[config.mk]
export PLATFORM = sky130hd
export DESIGN_NAME = mcast_sched
export DESIGN_NICKNAME = d
export VERILOG_FILES = /design/src/rtl/mcast_sched.sv
export SDC_FILE = /design/constraint.sdc
export NUM_CORES = 1
export LEC_CHECK = 0
export CAP_MARGIN = 40
export CORE_MARGIN = 8
export CORE_UTILIZATION = 30
export DETAILED_ROUTE_END_ITERATION = 7
export DONT_BUFFER_PORTS = 1
export PLACE_DENSITY_LB_ADDON = 0.2
export SLEW_MARGIN = 20
export SYNTH_ARGS = -nofsm -noshare
export SYNTH_HDL_FRONTEND = slang
export SYNTH_SLANG_ARGS = --single-unit
[constraint.sdc]
create_clock -name clk -period 2.5 [get_ports clk]
set_input_delay 0 -clock clk [delete_from_list [all_inputs] [get_ports clk]]
set_output_delay 0 -clock clk [all_outputs]
set_load 0.005 [all_outputs]
[src/rtl/mcast_sched.sv]
// mcast_sched: registers one packet and issues it to up to four of M consumer ports until all accept.
// Optional MCAST_TIMEOUT_EN abandons a packet after TIMEOUT issue cycles and counts it in drop_cnt.
module mcast_sched #(
    parameter int M       = 80,
    parameter int DATA_W  = 64,
    parameter int IDX_W   = 7,
    parameter int TIMEOUT = 255
) (
    input  logic                 clk,
    input  logic                 rst_n,
    input  logic [DATA_W-1:0]    s_data,
    input  logic [2:0]           s_count,
    input  logic [4*IDX_W-1:0]   s_idx,
    input  logic                 s_valid,
    output logic                 s_ready,
    output logic [DATA_W-1:0]    m_data,
    output logic [M-1:0]         m_valid,
    input  logic [M-1:0]         m_ready,
    output logic                 busy,
    output logic                 bad_idx,
    output logic [15:0]          drop_cnt
);
    localparam logic IDLE = 1'b0, ISSUE = 1'b1;

    logic              state_q, state_d;
    logic [M-1:0]      pending_q, pending_d, mask, left;
    logic [DATA_W-1:0] data_q, data_d;
    logic              bad_q, bad_d, bad_any, hs, tmo_hit;
    logic [2:0]        cnt;

    always_comb begin
        cnt = (s_count > 3'd4) ? 3'd4 : s_count;
        mask = '0;
        bad_any = 1'b0;
        for (int i = 0; i < 4; i++) begin
            if (i < 32'(cnt)) begin
                if (32'(s_idx[i*IDX_W +: IDX_W]) < M)
                    mask = mask | (M'(1) << s_idx[i*IDX_W +: IDX_W]);
                else
                    bad_any = 1'b1;
            end
        end
    end

`ifdef MCAST_TIMEOUT_EN
    localparam int TW = $clog2(TIMEOUT + 1);
    logic [TW-1:0] tmo_q, tmo_d;
    logic [15:0]   drop_q, drop_d;

    always_comb begin
        tmo_hit = (state_q == ISSUE) && (32'(tmo_q) == TIMEOUT - 1);
        tmo_d   = (state_q == ISSUE) ? tmo_q + 1'b1 : '0;
        // a last acceptance in the timeout cycle still counts as delivered
        drop_d  = (tmo_hit && |left && drop_q != 16'hFFFF) ? drop_q + 16'd1 : drop_q;
    end

    always_ff @(posedge clk) begin
        if (!rst_n) begin
            tmo_q  <= '0;
            drop_q <= '0;
        end else begin
            tmo_q  <= tmo_d;
            drop_q <= drop_d;
        end
    end

    assign drop_cnt = drop_q;
`else
    assign tmo_hit  = 1'b0;
    assign drop_cnt = '0;
`endif

    always_comb begin
        hs        = s_valid && (state_q == IDLE);
        left      = pending_q & ~m_ready;
        state_d   = state_q;
        pending_d = pending_q;
        data_d    = data_q;
        bad_d     = 1'b0;
        if (state_q == IDLE) begin
            if (hs) begin
                data_d    = s_data;
                pending_d = mask;
                bad_d     = bad_any;
                state_d   = |mask ? ISSUE : IDLE;
            end
        end else begin
            pending_d = tmo_hit ? '0 : left;
            state_d   = (|left && !tmo_hit) ? ISSUE : IDLE;
        end
    end

    always_ff @(posedge clk) begin
        if (!rst_n) begin
            state_q   <= IDLE;
            pending_q <= '0;
            data_q    <= '0;
            bad_q     <= 1'b0;
        end else begin
            state_q   <= state_d;
            pending_q <= pending_d;
            data_q    <= data_d;
            bad_q     <= bad_d;
        end
    end

    always_comb begin
        s_ready = (state_q == IDLE);
        busy    = (state_q == ISSUE);
        m_valid = (state_q == ISSUE) ? pending_q : '0;
        m_data  = data_q;
        bad_idx = bad_q;
    end
endmodule

==> run_results.csv <==
group,metric,value,unit
run_status,status,"complete, but fails checks",
run_status,violations,"design-rule violations",
timing,clock_skew,0.00760,ns
floorplanning,core,31500,µm²
logic_synthesis,synth_seq_cells,146,
cts,cts.path.max_buffers,2,
logic_synthesis,synth_top_area_frac,0.306,
setup_path,crit_type,"reg2reg",
logic_synthesis,yosysSeqAreaShare,0.306,
setup_path,worst_ep_required_time,2.81,ns
setup_path,crit_path_max_fanout,2,
route,drc,2,
timing,rsz0062_at_grt,"false",
placed_design,preCtsSetupSlack,-0.0572,ns
setup_path,crit_chain,"inv_1, o22ai_1, a221oi_2, nand4_1, nor3_1, a41oi_1, nor4_2, a31oi_1",
floorplanning,start_util,0.304,
logic_synthesis,synthArstFlopShare,0,
setup_path,slowest_delay,0.43,ns
route,drt_first_pass_iters,8,
timing,worstMarginPinSlew,0.768,ns
timing,hold_slack,0.0130,ns
timing,min_period,2.33,ns
logic_synthesis,netlist_area,9550,µm²
cts,clock-root-buffer,"clkbuf_16",
cts,clk_pin_slew,0.06,ns
timing,fmax,430,MHz
timing,hold_viol,0,
setup_path,cp.arrival,2.64,ns
power_and_ir_drop,p_leak,4.54,nW
timing,slew_headroom,0.488,
cells_and_area,multi_input_area,5850,µm²
route,viasPerCell,5.85,
logic_synthesis,syn_inst,1394,
cts,cts_made_buffers,17,
power_and_ir_drop,power.density,537,nW/µm²
cells_and_area,nNetsFinal,1751,
logic_synthesis,synth.area.top_cells,"dfxtp_1, nand2_1, o22ai_1, a21boi_0, nor2_1",
placed_design,gp_congestion,1.04,
placed_design,port_buffers,0,
timing,setup_slack,0.174,ns
job,cap_violations,0,
cells_and_area,syn2layout_area_growth,32.9,%
setup_path,critPathSlowestCell,"a221oi_2",
logic_synthesis,synth_edf_count,0,
logic_synthesis,yosys-top-cells-count,"nand2_1, dfxtp_1, nor2_1, o22ai_1, clkbuf_1",
cells_and_area,post-route-util,0.403,
logic_synthesis,synth.largest_area_cell,"dfxtp_1",
global_routing,grt.met1_usage,0.344,
route,drt_iter0_drc,1301,
floorplanning,ios,341,
setup_path,endpoint_kind,"flip-flop",
logic_synthesis,syn_area_per_cell,6.85,µm²
floorplanning,die-width,194,µm
floorplanning,placementRows,65,
global_routing,met2_usage,0.451,
global_routing,grt-ovfl-total,0,
timing,setup_viol,0,
global_routing,grt_pass1_wl,80400,µm
floorplanning,die_h,194,µm
setup_path,r2r_start,"pending_q[54]",
timing,fin_crit_sh,0.930,
global_routing,grt_pass1_vias,11517,
logic_synthesis,synth_most_common_cell,"nand2_1",
placed_design,dpl.hpwl,42100,µm
setup_path,start_kind,"flip-flop",
cells_and_area,fill_cells,3227,
route,wl,55500,µm
cells_and_area,regArea,2930,µm²
power_and_ir_drop,ir_worst_vdd,0.000428,V
hold_path,hp-start,"m_ready[54]",
cts,clk_latency,0.44,ns
cts,htreeDepth,4,
logic_synthesis,synth.distinct_cells,51,
logic_synthesis,dominantRegCellSynth,"dfxtp_1",
cts,cts_tree,"done",
setup_path,cp-startpoint,"pending_q[54]",
cts,clkSinkCount,146,
logic_synthesis,synth_warnings,0,
global_routing,antenna_found_initial,4,
route,wl_per_cell,27.9,µm
floorplanning,dieArea,37800,µm²
timing,finalMaxSlewViolations,0,
placed_design,placed_cells_incl_taps,1793,
global_routing,busiest_layer,"met2",
global_routing,globalRouteMet3Util,0.0935,
hold_path,holdCritPathClass,"in2reg",
global_routing,grt_use_total,0.281,
cts,cts_setup_buffers,0,
route,vias,11641,
global_routing,grt_max_degree,145,
cells_and_area,final_layout_size_suffix_gt1_frac,0.0978,
route,ant_nets,0,
cells_and_area,fin_cells,1991,
## logic make-up after synthesis
group	count (synthesis)	share of synthesized area
AOI/OAI and AO/OA	434	0.301
xor gates and xnor gates	1	0.000917
buffers and inverters	209	0.0925
DFF	146	0.306
other	1	0.000392
and+or+nand+nor	603	0.299
## placed cells by master, fill, tap and decap left out, drive strengths merged, types with 3 or more instances in the layout
cell and count:
buf 104, a221oi 25, o22ai 101, a211o 6, nand2 232, nor3 15, dfxtp 146, diode 4
clkinvlp 3, nand3 70, and3 3, and2 69, a21boi 83, a221o 3, nand2b 3, nor2b 20
nor4 15, a211oi 16, clkinv 4, nor3b 5, a31oi 4, o221a 5, o211ai 23, or3 4
nor4bb 3, nand3b 8, clkbuf 17, nand4 23, o21ai 80, inv 94, nor2 125, o221ai 21
a21oi 61, conb 16, dlygate4sd3 162
## registers in the layout, indices dropped and copies added, names as in the netlist
signal and count:
bad_idx 1, pending_q 80, m_data 64, busy 1
## worst max-delay path: cells and delay by family, from the launching register on
family | cells | cell delay [ns]
buffers and inverters | 1 | 0.08
DFF | 1 | 0.31
AOI/OAI and AO/OA | 4 | 0.88
and+or+nand+nor | 3 | 0.93
## path summary, 6_finish.rpt
kind | endpoint | slack, ns | cells past startpoint
worst max-delay path | busy | 0.17 | 8
worst min-delay path | pending_q[54] | 0.01 | 4
worst max register to register | busy | 0.17 | 8
worst min register to register | pending_q[47] | 0.48 | 2
## area by class of cell
type,count,share of cell area
Tap cell,402,0.0396
Clock buffer,17,0.0335
Inverter,88,0.0261
Clock inverter,14,0.0118
Timing Repair Buffer,266,0.197
Multi-Input combinational cell,1054,0.461
Sequential cell,146,0.231
Antenna cell,4,0.000788
## power breakdown
| part | total [W] | leakage [nW] | internal [W] | switching (W) |
|---|---|---|---|---|
| sequential | 0.00260 | 1.19 | 0.00248 | 0.000121 |
| clock | 0.00254 | 0.274 | 0.00140 | 0.00114 |
| combinational | 0.00167 | 3.07 | 0.000603 | 0.00107 |
## what timing repair did
item	4_1_cts	5_1_grt
hold buffers	163	0
resized for setup	1	0
endpoints found under the setup margin	1	0
hold endpoints to repair	146	0
## per-layer routing
| metal | vias up | routed length, µm | part of all wire |
|---|---|---|---|
| met3 | 129 | 5550 | 0.10 |
| met5 | - | 12 | 0.00022 |
| met2 | 627 | 25200 | 0.45 |
| li1 | 5272 | - | - |
| met1 | 5611 | 22600 | 0.41 |
| met4 | 2 | 2050 | 0.037 |
## through the flow
step                      area [µm²]  power (W)  TNS (ns)
final                          12700    0.00681         0
after global routing           12700    0.00709         0
after CTS                      12700    0.00683         0
after detailed placement       10500    0.00402   -0.0572
after global placement         10400    0.00402         0
after floorplan                 9610    0.00354         0
Power figures use the tool's default switching activity.
